===== src/rtl/riscv_pkg.sv =====
// Shared RISC-V widths and the writeback request record used by the arbiter.
package riscv_pkg;

  localparam int XLEN       = 32;
  localparam int REG_ADDR_W = 5;
  localparam int WB_ENTRY_W = REG_ADDR_W + XLEN;

  typedef struct packed {
    logic                  valid;
    logic [REG_ADDR_W-1:0] rd;
    logic [XLEN-1:0]       data;
  } wb_req_t;

endpackage


===== src/rtl/wb_fifo.sv =====
// Synchronous FIFO for long-latency results.
// Pointers carry one extra wrap bit so that full and empty can be told apart.
module wb_fifo #(
  parameter int DEPTH = 4,
  parameter int WIDTH = 37
) (
  input  logic                   clk,
  input  logic                   rst_n,
  input  logic                   push,
  input  logic [WIDTH-1:0]       din,
  input  logic                   pop,
  output logic [WIDTH-1:0]       dout,
  output logic                   full,
  output logic                   empty,
  output logic [$clog2(DEPTH):0] count
);

  localparam int AW = $clog2(DEPTH);
  localparam logic [AW:0] PTR_ONE = 1;

  logic [AW:0]      wr_ptr, rd_ptr;
  logic [WIDTH-1:0] mem [DEPTH];
  logic             do_push, do_pop;

  assign empty   = (wr_ptr == rd_ptr);
  assign full    = (wr_ptr[AW] != rd_ptr[AW]) && (wr_ptr[AW-1:0] == rd_ptr[AW-1:0]);
  assign count   = wr_ptr - rd_ptr;
  assign do_push = push && !full;
  assign do_pop  = pop && !empty;
  assign dout    = mem[rd_ptr[AW-1:0]];

  always_ff @(posedge clk or negedge rst_n) begin
    if (!rst_n) begin
      wr_ptr <= '0;
      rd_ptr <= '0;
    end else begin
      if (do_push) wr_ptr <= wr_ptr + PTR_ONE;
      if (do_pop)  rd_ptr <= rd_ptr + PTR_ONE;
    end
  end

  // Storage needs no reset: the pointers alone decide what is valid.
  always_ff @(posedge clk) begin
    if (do_push) mem[wr_ptr[AW-1:0]] <= din;
  end

endmodule


===== src/rtl/wb_arbiter.sv =====
// Owns the register-file write port: pipeline writebacks first, then queued
// long-latency results, plus the pending-destination scoreboard for decode.
module wb_arbiter
  import riscv_pkg::*;
#(
  parameter int DEPTH    = 4,
  parameter int MAX_WAIT = 3
) (
  input  logic                  clk,
  input  logic                  rst_n,
  input  logic                  wb_valid,
  input  logic [REG_ADDR_W-1:0] wb_rd,
  input  logic [XLEN-1:0]       wb_data,
  input  logic                  ll_valid,
  input  logic [REG_ADDR_W-1:0] ll_rd,
  input  logic [XLEN-1:0]       ll_data,
  output logic                  ll_ready,
  input  logic                  iss_valid,
  input  logic [REG_ADDR_W-1:0] iss_rd,
  input  logic [REG_ADDR_W-1:0] q_rs1,
  input  logic [REG_ADDR_W-1:0] q_rs2,
  output logic                  q_busy1,
  output logic                  q_busy2,
  output logic                  stall_o,
  output logic                  we_o,
  output logic [REG_ADDR_W-1:0] a3_o,
  output logic [XLEN-1:0]       wd3_o
);

  localparam int CW    = $clog2(DEPTH) + 1;
  localparam int AGE_W = (MAX_WAIT < 1) ? 1 : $clog2(MAX_WAIT + 1);
  localparam int NREGS = 1 << REG_ADDR_W;
  localparam logic [AGE_W-1:0] AGE_ONE = 1;
  localparam logic [AGE_W-1:0] AGE_MAX = AGE_W'(MAX_WAIT);

  logic                  fifo_push, fifo_pop, fifo_full, fifo_empty;
  logic [CW-1:0]         fifo_count;
  logic [WB_ENTRY_W-1:0] fifo_dout;
  logic [REG_ADDR_W-1:0] head_rd;
  logic [XLEN-1:0]       head_data;

  wb_req_t               sel_req;
  logic                  sel_pipe, sel_ll;
  logic [NREGS-1:0]      busy_q, busy_d, set_mask, clr_mask;
  logic [AGE_W-1:0]      age_q, age_d;
  logic                  age_expired;

  assign ll_ready  = (fifo_count < CW'(DEPTH));
  assign fifo_push = ll_valid && ll_ready;
  assign fifo_pop  = sel_ll;
  assign head_rd   = fifo_dout[WB_ENTRY_W-1 -: REG_ADDR_W];
  assign head_data = fifo_dout[XLEN-1:0];

  wb_fifo #(
    .DEPTH (DEPTH),
    .WIDTH (WB_ENTRY_W)
  ) u_fifo (
    .clk   (clk),
    .rst_n (rst_n),
    .push  (fifo_push),
    .din   ({ll_rd, ll_data}),
    .pop   (fifo_pop),
    .dout  (fifo_dout),
    .full  (fifo_full),
    .empty (fifo_empty),
    .count (fifo_count)
  );

  // An x0 head is still popped; it simply produces no write.
  always_comb begin
    sel_pipe = wb_valid && (wb_rd != '0);
    sel_ll   = !sel_pipe && !fifo_empty;
    sel_req  = '0;
    clr_mask = '0;
    set_mask = '0;
    if (sel_pipe) begin
      sel_req.valid = 1'b1;
      sel_req.rd    = wb_rd;
      sel_req.data  = wb_data;
    end else if (sel_ll && (head_rd != '0)) begin
      sel_req.valid     = 1'b1;
      sel_req.rd        = head_rd;
      sel_req.data      = head_data;
      clr_mask[head_rd] = 1'b1;
    end
    if (iss_valid && (iss_rd != '0)) set_mask[iss_rd] = 1'b1;
    busy_d = (busy_q & ~clr_mask) | set_mask;
  end

  always_comb begin
    age_expired = (age_q >= AGE_MAX);
    age_d       = age_q;
    if (fifo_empty || fifo_pop) age_d = '0;
    else if (!age_expired)      age_d = age_q + AGE_ONE;
  end

  always_ff @(posedge clk or negedge rst_n) begin
    if (!rst_n) begin
      we_o    <= 1'b0;
      a3_o    <= '0;
      wd3_o   <= '0;
      stall_o <= 1'b0;
      busy_q  <= '0;
      age_q   <= '0;
    end else begin
      we_o    <= sel_req.valid;
      a3_o    <= sel_req.rd;
      wd3_o   <= sel_req.data;
      stall_o <= age_expired || fifo_full;
      busy_q  <= busy_d;
      age_q   <= age_d;
    end
  end

  assign q_busy1 = busy_q[q_rs1];
  assign q_busy2 = busy_q[q_rs2];

  // Decode must never let a pipeline write target a register still owed a result.
  waw_hazard: assert property (@(posedge clk) disable iff (!rst_n)
    !(wb_valid && (wb_rd != '0) && busy_q[wb_rd]));

endmodule

===== config.mk =====
export PLATFORM = sky130hd
export DESIGN_NAME = wb_arbiter
export DESIGN_NICKNAME = d
export VERILOG_FILES = /design/src/rtl/riscv_pkg.sv /design/src/rtl/wb_fifo.sv /design/src/rtl/wb_arbiter.sv
export SDC_FILE = /design/constraint.sdc
export NUM_CORES = 1
export LEC_CHECK = 0
export ABC_AREA = 1
export BUFFER_PORTS_ARGS = -buffer_cell sky130_fd_sc_hd__buf_4
export CAP_MARGIN = 40
export CORE_ASPECT_RATIO = 1.2
export CORE_MARGIN = 2
export CORE_UTILIZATION = 35
export DETAILED_ROUTE_END_ITERATION = 10
export SLEW_MARGIN = 40
export SYNTH_ARGS = -nofsm -noshare
export SYNTH_HDL_FRONTEND = slang
export SYNTH_SLANG_ARGS = --single-unit

===== constraint.sdc =====
create_clock -name clk -period 9.3 [get_ports clk]
set_clock_uncertainty 0.05 [all_clocks]
set_input_delay 1.395 -clock clk [delete_from_list [all_inputs] [get_ports clk]]
set_output_delay 1.395 -clock clk [all_outputs]
set_load 0.005 [all_outputs]

; ---- After elaboration in Yosys (flattened, before gate mapping)
; Memory sizes are Yosys's and may differ from the RTL's.
; Index checks and enable logic that the tools add are counted.
[word_totals]
wordCells = 63
register_bits = 79
ram_bits = 148
mem_count = 1
input_bits = 94
output_inout_bits = 42
[op_classes]
magnitude_cmp = 8
n_addsub = 4
n_reduce_logical = 18
mux = 17
n_eq_ne = 4
bitwise_logic = 3
[memory_table]
columns = name, words, width, read_ports, rd_ports_with_merged_regs, write_ports, line
row1 = u_fifo.mem, 4, 37, 1, 0, 1, wb_fifo.sv:22  ; logic [WIDTH-1:0] mem [DEPTH];
[ops]
columns = cell, n
row1 = 2-to-1 mux 32 bit, 3
row2 = 2-to-1 mux 38 bit, 2
row3 = AND 32 bit, 1
row4 = inverter 32 bit, 1
row5 = bitwise OR 32 bit, 1
row6 = "< comparator 5 x 6 -> 1 bit, second input constant", 4
row7 = nonzero test 5 bit, 3
row8 = binary-select mux 1 bit (select 5 bit), 2
row9 = demux 1 bit (select 5 bit), 2
row10 = "greater-or-equal comparator 5 x 1 -> 1 bit, second input constant", 2
row11 = logical AND 1 bit, 10
row12 = "adder 3 x 1 -> 3 bit, second input constant", 2
row13 = 2-to-1 mux 1 bit, 6
row14 = 2-to-1 mux 2 bit, 2
row15 = == test 3 bit, 1
row16 = zero test 1 bit, 3
row17 = "< comparator 3 bit, second input constant", 1
row18 = subtractor 3 bit, 1
row19 = "adder 2 x 1 -> 2 bit, second input constant", 1
row20 = == test 2 bit, 1
row21 = "greater-or-equal comparator 2 bit, second input constant", 1
row22 = logical OR 1 bit, 2
row23 = "!= test 2 x 1 -> 1 bit, second input constant", 1
row24 = != test 1 bit, 1

; ---- Logic depth before layout (Yosys ltp)
; Gate-level depths: netlist of the first run.
[logic_depth]
ltp_word = 10
depth_mapped = 13
mapped_depth_nobuf = 10

; ---- Hierarchy
; A second synthesis of the first run with hierarchy kept.
[unflattened]
hier_cells = 987
area_unflattened_um2 = 10166.0
[by_module_without_submodules]
columns = module, instances, area_per_inst_um2, seq_area_each_um2, cells_each
row1 = wb_fifo, 1, 6128.4, 4594.4, 422
row2 = wb_arbiter, 1, 4037.6, 1826.8, 565

; ---- Least setup slack after synthesis of the first run
; Ideal clock, no wire load.
[synth_path]
path_kind = reg2reg
startpoint = reg u_fifo.rd_ptr[1]
endpoint = mem u_fifo.mem[3][0], enable pin
setup_ns = 0.433
path_buffers = 4
t_required_ns = 8.817
period_less_slack_ns = 3.972
path_stages_with_launch = 11
setup_slack_ns = 5.328
arrival_ns = 3.489
path_cell_list = dfrtp_1 buf_4 inv_2 buf_6 buf_4 buf_2 ha_1 a21oi_1 xor2_1 nand3_2 nor2_1
[synth_via]
elab_chain_cells = 6
elab_cells_between_ends = 9
classes_between = add/sub (1) / order compare (1) / eq/ne (1) / mux (2) / reduce/logical (4)
[synth_rtl]
columns = item, line
row1 = start: declaration, wb_fifo.sv:21  ; logic [AW:0] wr_ptr, rd_ptr;
row2 = start signal: assignment, wb_fifo.sv:38  ; if (do_pop) rd_ptr <= rd_ptr + PTR_ONE;
row3 = subtractor 3 bit, wb_fifo.sv:27  ; assign count = wr_ptr - rd_ptr;
row4 = < comparator 3 bit, wb_arbiter.sv:48  ; assign ll_ready = (fifo_count < CW'(DEPTH));
row5 = net ll_ready, wb_arbiter.sv:17  ; output logic ll_ready,
row6 = logical AND 1 bit, wb_arbiter.sv:49  ; assign fifo_push = ll_valid && ll_ready;
row7 = logical AND 1 bit, wb_fifo.sv:28  ; assign do_push = push && !full;
row8 = 2-to-1 mux 1 bit, wb_fifo.sv:44  ; if (do_push) mem[wr_ptr[AW-1:0]] <= din;
row9 = 2-to-1 mux 1 bit (not written as such), wb_fifo.sv:44
row10 = end: declaration, wb_fifo.sv:22
; The timed path passes the listed nets, and every way through them passes these cells.

; ---- Worst setup path after layout of the first run
[layout_path]
startpoint = in q_rs1[0]
endpoint = out q_busy1
[layout_via]
elab_chain_cells = 2
[layout_rtl]
columns = item, line
row1 = start: declaration, wb_arbiter.sv:20  ; input logic [REG_ADDR_W-1:0] q_rs1,
row2 = binary-select mux 1 bit (select 5 bit), wb_arbiter.sv:115  ; assign q_busy1 = busy_q[q_rs1];
row3 = 2-to-1 mux 1 bit (not written as such), wb_arbiter.sv:115
row4 = end: declaration, wb_arbiter.sv:22  ; output logic q_busy1,
; No other way between the ends. The select of a mux whose other input is x is not followed.

==> qor.csv, run 1 <==
stage,metric,value,unit
clock_network,cts_tree,yes,
clock_network,htreeDepth,1,
placed_design,gp_congestion,0.921,
sta,max_slew_margin,0.464,
die,start_util,0.355,
global_route,grtUsageMet3,0.0404,
layout,area_growth_syn_to_layout,21.9,%
setup_path,crit_path_start_kind,input pin,
global_route,use_met2,0.284,
power_and_ir_drop,pwr-share-clk,0.251,
logic_synthesis,ys_seq_elements,227,
logic_synthesis,synthDistinctLibCells,29,
layout,nNetsFinal,1171,
sta,fin_ws,5.26,ns
clock_network,cts_root_buf,clkbuf_16,
routing,firstDrtPassIters,5,
sta,setup_tns,0,ns
die,die_y,188,um
sta,final-setup-viol-count,0,
power_and_ir_drop,peakVddDrop,0.000162,V
placed_design,numPortBuffers,135,
logic_synthesis,syn_avg_cell_area,10.5,sq um
layout,drive_gt1_frac,0.201,
clock_network,ctsResizeCount,0,
clock_network,hold_buffers,0,
sta,rsz0062_at_grt,false,
die,core-area,27800,sq um
power_and_ir_drop,power_density,327,nW/um^2
routing,post_drt_via_cell_ratio,4.94,
routing,postRouteAntennaNets,0,
clock_network,cts_setup_buffers,0,
die,row_count,67,
logic_synthesis,seq_area_frac_synth,0.650,
setup_path,required,7.86,ns
power_and_ir_drop,combinationalPowerShare,0.345,
power_and_ir_drop,p_seq_frac,0.405,
power_and_ir_drop,p_int,2.52,mW
clock_network,clk_latency,0.51,ns
global_route,overflow,0,
setup_path,crit_arrival,2.59,ns
routing,vias,7235,
routing,routed_wl,24.6,mm
global_route,globalRouteMet1Util,0.210,
global_route,top_usage_layer,met2,
die,io_pins,136,
sta,hold_viol,0,
die,fp.dieW,157,um
placed_design,dpl_worst_slack,5.29,ns
setup_path,crit_path_max_fanout,17,
layout,regArea,6420,sq um
setup_path,crit_type,input pin to primary output,
clock_network,clkSlewWorstSetupHoldPaths,0.07,ns
logic_synthesis,netlist_instances,943,
sta,finalCritPeriodShare,0.434,
power_and_ir_drop,p_switching,1.42,mW
sta,max_freq,0.248,GHz
routing,drtIter0Drc,493,
power_and_ir_drop,switching_share,0.360,
placed_design,dp_hpwl,15.8,mm
routing,wire_per_inst,16.8,um
global_route,grt_antenna_before_repair,0,
layout,fillCellCount,2694,
layout,final_core_util,0.432,
routing,drc,0,
sta,final_max_slew_viol_count,0,
global_route,grt_start_max_net_pins,78,
status,outcome,finished clean,
clock_network,clock-sinks,227,
die,die-area,29600,sq um
logic_synthesis,synth_warnings,0,
layout,diodes,0,
setup_path,endpoint_kind,primary output,
layout,multi_input_area,3050,sq um
worst_hold_path,hp-class,flip-flop to flip-flop,
global_route,grt_pass1_vias,7311,
flow_run,drv_cap,0,
clock_network,cts_buffer_depth,3,
global_route,track_usage,0.167,
clock_network,cts_buffers,25,
global_route,grt_pass1_wl,38.8,mm
logic_synthesis,syn_area,9870,sq um
sta,tightest_slew,0.804,ns
power_and_ir_drop,leakage,5.03,nW
sta,min_period,4.04,ns
logic_synthesis,syn_nets,1045,
## cell usage after synthesis, drive strengths merged
library cell / n / area share
a21oi: 35 / 0.018
clkinv: 1 / 0.00038
clkbuf: 13 / 0.0049
o21a: 2 / 0.0015
ha: 8 / 0.010
a32o: 32 / 0.032
nor2: 41 / 0.016
edfxtp: 148 / 0.45
inv: 45 / 0.017
nand2: 345 / 0.13
nand4: 1 / 0.00063
dfrtp: 79 / 0.20
nor3: 1 / 0.00051
buf: 32 / 0.021
nand3: 98 / 0.050
xnor2: 2 / 0.0025
o22ai: 3 / 0.0019
xor2: 4 / 0.0035
o21ai: 53 / 0.034
## per-layer routing
layer	routed length [um]	share of wire
met1	10200	0.42
met2	12100	0.49
met3	1630	0.066
met4	693	0.028
met5	0	0
## power by group through the flow
stage                     registers [mW]  logic [mW]  clock network [mW]
after floorplan                     1.57       0.892                   0
after global placement              1.61        1.36                   0
after detailed placement            1.61        1.38                   0
after CTS                           1.59        1.39                1.01
after global routing                1.62        1.53                1.05
final                               1.59        1.36               0.988
## registers in the layout, indices dropped and copies added, names as in the netlist
signal         count
u_fifo.rd_ptr      3
stall_o            1
wd3_o             32
age_q              2
u_fifo.mem       148
a3_o               5
u_fifo.wr_ptr      3
we_o               1
busy_q            32
## worst max-delay path, cell delays in order
cell and delay, ns:
buf_4 0.17, inv_1 0.35, nand2_1 0.11, nand3_1 0.10, nand3_1 0.08, nand2_1 0.07, nand2_1 0.05, nand3_1 0.06
o21a_1 0.11, buf_4 0.10
## path summary, 6_finish.rpt
path / depth (start not counted) / from / to / slack [ns]
max reg2reg: 9 / u_fifo.rd_ptr[1] / wd3_o[31] / 6.31
min reg2reg: 0 / busy_q[0] / busy_q[0] / 0.41
max: 10 / q_rs1[0] / q_busy1 / 5.26
max in group asynchronous: 2 / rst_n / u_fifo.rd_ptr[0] / 7.38
min: 0 / busy_q[0] / busy_q[0] / 0.41
min in group asynchronous: 1 / rst_n / wd3_o[27] / 0.77
## logic make-up after synthesis
| logic type | count (synthesis) | share of synthesized area |
|---|---|---|
| compound gates | 125 | 0.0881 |
| xor+xnor | 6 | 0.00608 |
| buf+inv | 91 | 0.0438 |
| fa+ha+maj | 8 | 0.0101 |
| flops | 227 | 0.650 |
| simple gates | 486 | 0.202 |
## cell usage in the layout, fill, tap and decap left out, types with 3 or more instances in the layout
cell       Yosys  routed
ha_1           8       8
o21ai_2       20      20
xor2_1         4       4
nand2_2        5       5
o21ai_0       19      19
nor2_1        40      36
clkinv_1       1       5
edfxtp_1     148     148
buf_4          3     143
nand2_1      338     338
a32o_1        32      32
dfrtp_1       79      78
inv_2          4       4
nand3_1       97      97
nor2_4         1       5
o22ai_1        3       3
inv_1         41      41
a21oi_1       35      35
clkbuf_1      13       5
clkbuf_8       0       4
clkbuf_16      0      25
o21ai_1       14      14
bufinv_16      0       3
clkinv_2       0       3
## area by class of cell
class	instances	share of cell area
flip-flops and latches	227	0.534
multi-input cells	625	0.254
repair buffers	144	0.0902
clock buffers	34	0.0581
well taps	379	0.0394
inverters	46	0.0143
clock inverters	11	0.0107
## metrics by stage
stage | power (mW) | instances | hold WS [ns] | area [sq um]
2_1_floorplan | 2.46 | 943 | 0.401 | 9870
3_3_place_gp | 2.97 | 1421 | 0.411 | 11200
3_5_place_dp | 3.00 | 1421 | 0.402 | 11200
4_1_cts | 4.00 | 1466 | 0.417 | 12000
5_1_grt | 4.20 | 1466 | 0.411 | 12000
6_report | 3.94 | 1466 | 0.415 | 12000
(Power assumes the default switching activity.)
==> run 2, diff against run 1 <==
ABC_AREA = 0   (was 1)
clock period = 4 ns   (was 9.3 ns; I/O delays follow)
==> run 2 against run 1 <==
Compared with the run above: routed wire length fell by 8.1%; sequential power up 130%; synthesized cell count is 40% lower; die area decreased by 3.5%; largest cell class unchanged; largest power group unchanged.
==> qor.csv, run 2 <==
stage,metric,value,unit
power_and_ir_drop,switching_share,0.325,
layout,final_cell_mix,"buf_4, edfxtp_1, dfrtp_1, mux4_2, nand2_1",
routing,post_drt_via_cell_ratio,5.41,
power_and_ir_drop,peakVddDrop,0.000374,V
setup_path,cp_top_family,multiplexers,
clock_network,ctsResizeCount,0,
global_route,track_usage,0.160,
routing,wire_per_inst,21.2,um
setup_path,crit_slowest_cell,mux4_2,
sta,setup_tns,0,ns
setup_path,crit_path_max_fanout,3,
routing,vias,5757,
layout,layout_commonest_cell,buf_4,
logic_synthesis,synth_area_leader_cell,edfxtp_1,
clock_network,htreeDepth,1,
logic_synthesis,syn_avg_cell_area,16.8,sq um
routing,routed_wl,22.6,mm
placed_design,numPortBuffers,135,
setup_path,worst-r2r-setup-slack,1.27,ns
logic_synthesis,synthDistinctLibCells,39,
placed_design,dp_hpwl,15.2,mm
die,row_count,66,
sta,max_freq,0.337,GHz
die,core-area,26900,sq um
logic_synthesis,ys_seq_elements,227,
logic_synthesis,seq_area_frac_synth,0.674,
clock_network,cts_setup_buffers,0,
sta,finalCritPeriodShare,0.743,
global_route,grt_antenna_before_repair,0,
layout,diodes,0,
sta,max_slew_margin,0.457,
setup_path,endpoint_kind,primary output,
setup_path,required,3.35,ns
worst_hold_path,hp-class,input pin to asynchronous set/reset pin,
sta,rsz0062_at_grt,false,
setup_path,crit_path_start_kind,flip-flop,
setup_path,slowest_delay,0.50,ns
routing,route.met2.wl,11.7,mm
setup_path,rr_worst_depth,4,
clock_network,clk_latency,0.51,ns
global_route,grt_start_max_net_pins,80,
logic_synthesis,syn_nets,670,
clock_network,cts_buffers,24,
routing,top_layer_used,met4,
sta,min_period,2.97,ns
die,die-area,28600,sq um
layout,area_growth_syn_to_layout,22.9,%
flow_run,drv_cap,0,
logic_synthesis,syn_area,9530,sq um
status,outcome,finished clean,
placed_design,gp_congestion,0.873,
setup_path,r2r-start,u_fifo.rd_ptr[0],
sta,final_max_slew_viol_count,0,
layout,drive_gt1_frac,0.403,
power_and_ir_drop,p_seq_frac,0.415,
die,die_y,185,um
clock_network,cts_buffer_depth,3,
setup_path,path_buf_inv,1,
clock_network,clkSlewWorstSetupHoldPaths,0.07,ns
sta,hold_viol,0,
power_and_ir_drop,leakage,4.35,nW
power_and_ir_drop,pwr-share-clk,0.248,
setup_path,cp_num_cells,4,
global_route,grt_pass1_wl,35.1,mm
layout,largest_reg_flops,148,
setup_path,crit_arrival,2.32,ns
logic_synthesis,synth.most_common_cell,edfxtp_1,
logic_synthesis,yosys-top-cells-count,"edfxtp_1, dfrtp_1, mux4_2",
power_and_ir_drop,power_density,743,nW/um^2
global_route,grt_pass1_vias,6350,
sta,final-setup-viol-count,0,
logic_synthesis,synth_top_area_frac,0.467,
die,start_util,0.354,
logic_synthesis,synth_warnings,0,
sta,tightest_slew,0.814,ns
power_and_ir_drop,p_int,5.87,mW
setup_path,crit_type,flip-flop to primary output,
clock_network,clock-sinks,227,
setup_path,critPathLaunch,busy_q[27],
global_route,overflow,0,
placed_design,dpl_worst_slack,1.04,ns
logic_synthesis,synth_area_leaders,"edfxtp_1, dfrtp_1, mux4_2",
sta,fin_ws,1.03,ns
routing,drc,0,
setup_path,crit_path_frequent_cell,mux4_2,
logic_synthesis,yosys_most_used_dff,edfxtp_1,
power_and_ir_drop,p_total,8.69,mW
layout,nNetsFinal,809,
clock_network,cts_tree,yes,
routing,wl_met3,1.50,mm
routing,wl_met1,8.82,mm
logic_synthesis,netlist_instances,568,
clock_network,hold_buffers,0,
routing,postRouteAntennaNets,0,
power_and_ir_drop,combinationalPowerShare,0.338,
die,io_pins,136,
setup_path,timing.rr.end,wd3_o[1],
die,fp.dieW,155,um
power_and_ir_drop,p_switching,2.83,mW
routing,firstDrtPassIters,5,
routing,drtIter0Drc,338,
clock_network,cts_root_buf,clkbuf_16,
logic_synthesis,async_reset_ff_frac,0.348,
logic_synthesis,synth-edff-count,148,
setup_path,crit_chain,mux4_2 > mux4_2 > mux2_2 > buf_4,
run 2: cell types whose count changed in the layout (fill, tap and decap cells not counted), moves of 10 or more:
| cell | before | now |
|---|---|---|
| nand2_1 | 338 | 42 |
| o21ai_2 | 20 | 30 |
| o21ai_1 | 14 | 1 |
| a21oi_1 | 35 | 1 |
| o21ai_0 | 19 | 34 |
| nand3_1 | 97 | 39 |
| o41ai_1 | 0 | 31 |
| mux4_2 | 0 | 57 |
| nor2_1 | 36 | 1 |
| inv_1 | 41 | 7 |
| a32o_1 | 32 | 2 |
run 2: cells by family (layout without fill, tap and decap cells):
| family | count (synthesis) | in the layout | synth area share |
|---|---|---|---|
| mux | 62 | 62 | 0.141 |
| fa+ha+maj | 8 | 8 | 0.0105 |
| compound gates | 104 | 104 | 0.0808 |
| xor+xnor | 7 | 7 | 0.00644 |
| buf+inv | 46 | 203 | 0.0254 |
| simple gates | 114 | 114 | 0.0623 |
| flops | 227 | 227 | 0.674 |
run 2: cell type report:
class / instances / area [sq um]
timing repair buffer: 151 / 1140
tap: 340 / 425
multi-input combinational: 295 / 2910
clock inverter: 13 / 100
fill: 2357 / 15200
sequential: 227 / 6420
clock buffer: 31 / 678
inverter: 8 / 30.0
run 2: power groups by stage:
stage / sequential (mW) / clock [mW] / combinational (mW)
floorplan: 3.52 / 0 / 1.95
global placement: 3.63 / 0 / 2.89
detailed placement: 3.66 / 0 / 2.97
CTS: 3.61 / 2.20 / 2.98
global route: 3.67 / 2.30 / 3.22
finish: 3.61 / 2.15 / 2.94
run 2: stage by stage:
step | hold WS (ns) | std cells | utilization | cell area (sq um)
2_1_floorplan | 0.254 | 568 | - | 9530
3_3_place_gp | 0.362 | 1021 | 0.406 | 10900
3_5_place_dp | 0.379 | 1021 | 0.406 | 10900
4_1_cts | 0.121 | 1065 | 0.435 | 11700
5_1_grt | 0.132 | 1065 | 0.435 | 11700
6_report | 0.0652 | 1065 | 0.435 | 11700
run 2: metal layers:
layer / vias to the layer above / track usage
met3: 44 / 0.0364
met2: 208 / 0.281
met1: 2952 / 0.193
met5: - / 0
met4: 0 / 0.0574
li1: 2553 / -
run 2: worst max-delay path by stage:
| stage | endpoint |
|---|---|
| after CTS | q_busy2 |
| after detailed placement | busy_q[22] |
| after global routing | ll_ready |
| after floorplan | u_fifo.mem[0][0] |
| after global placement | q_busy2 |
| final | q_busy2 |
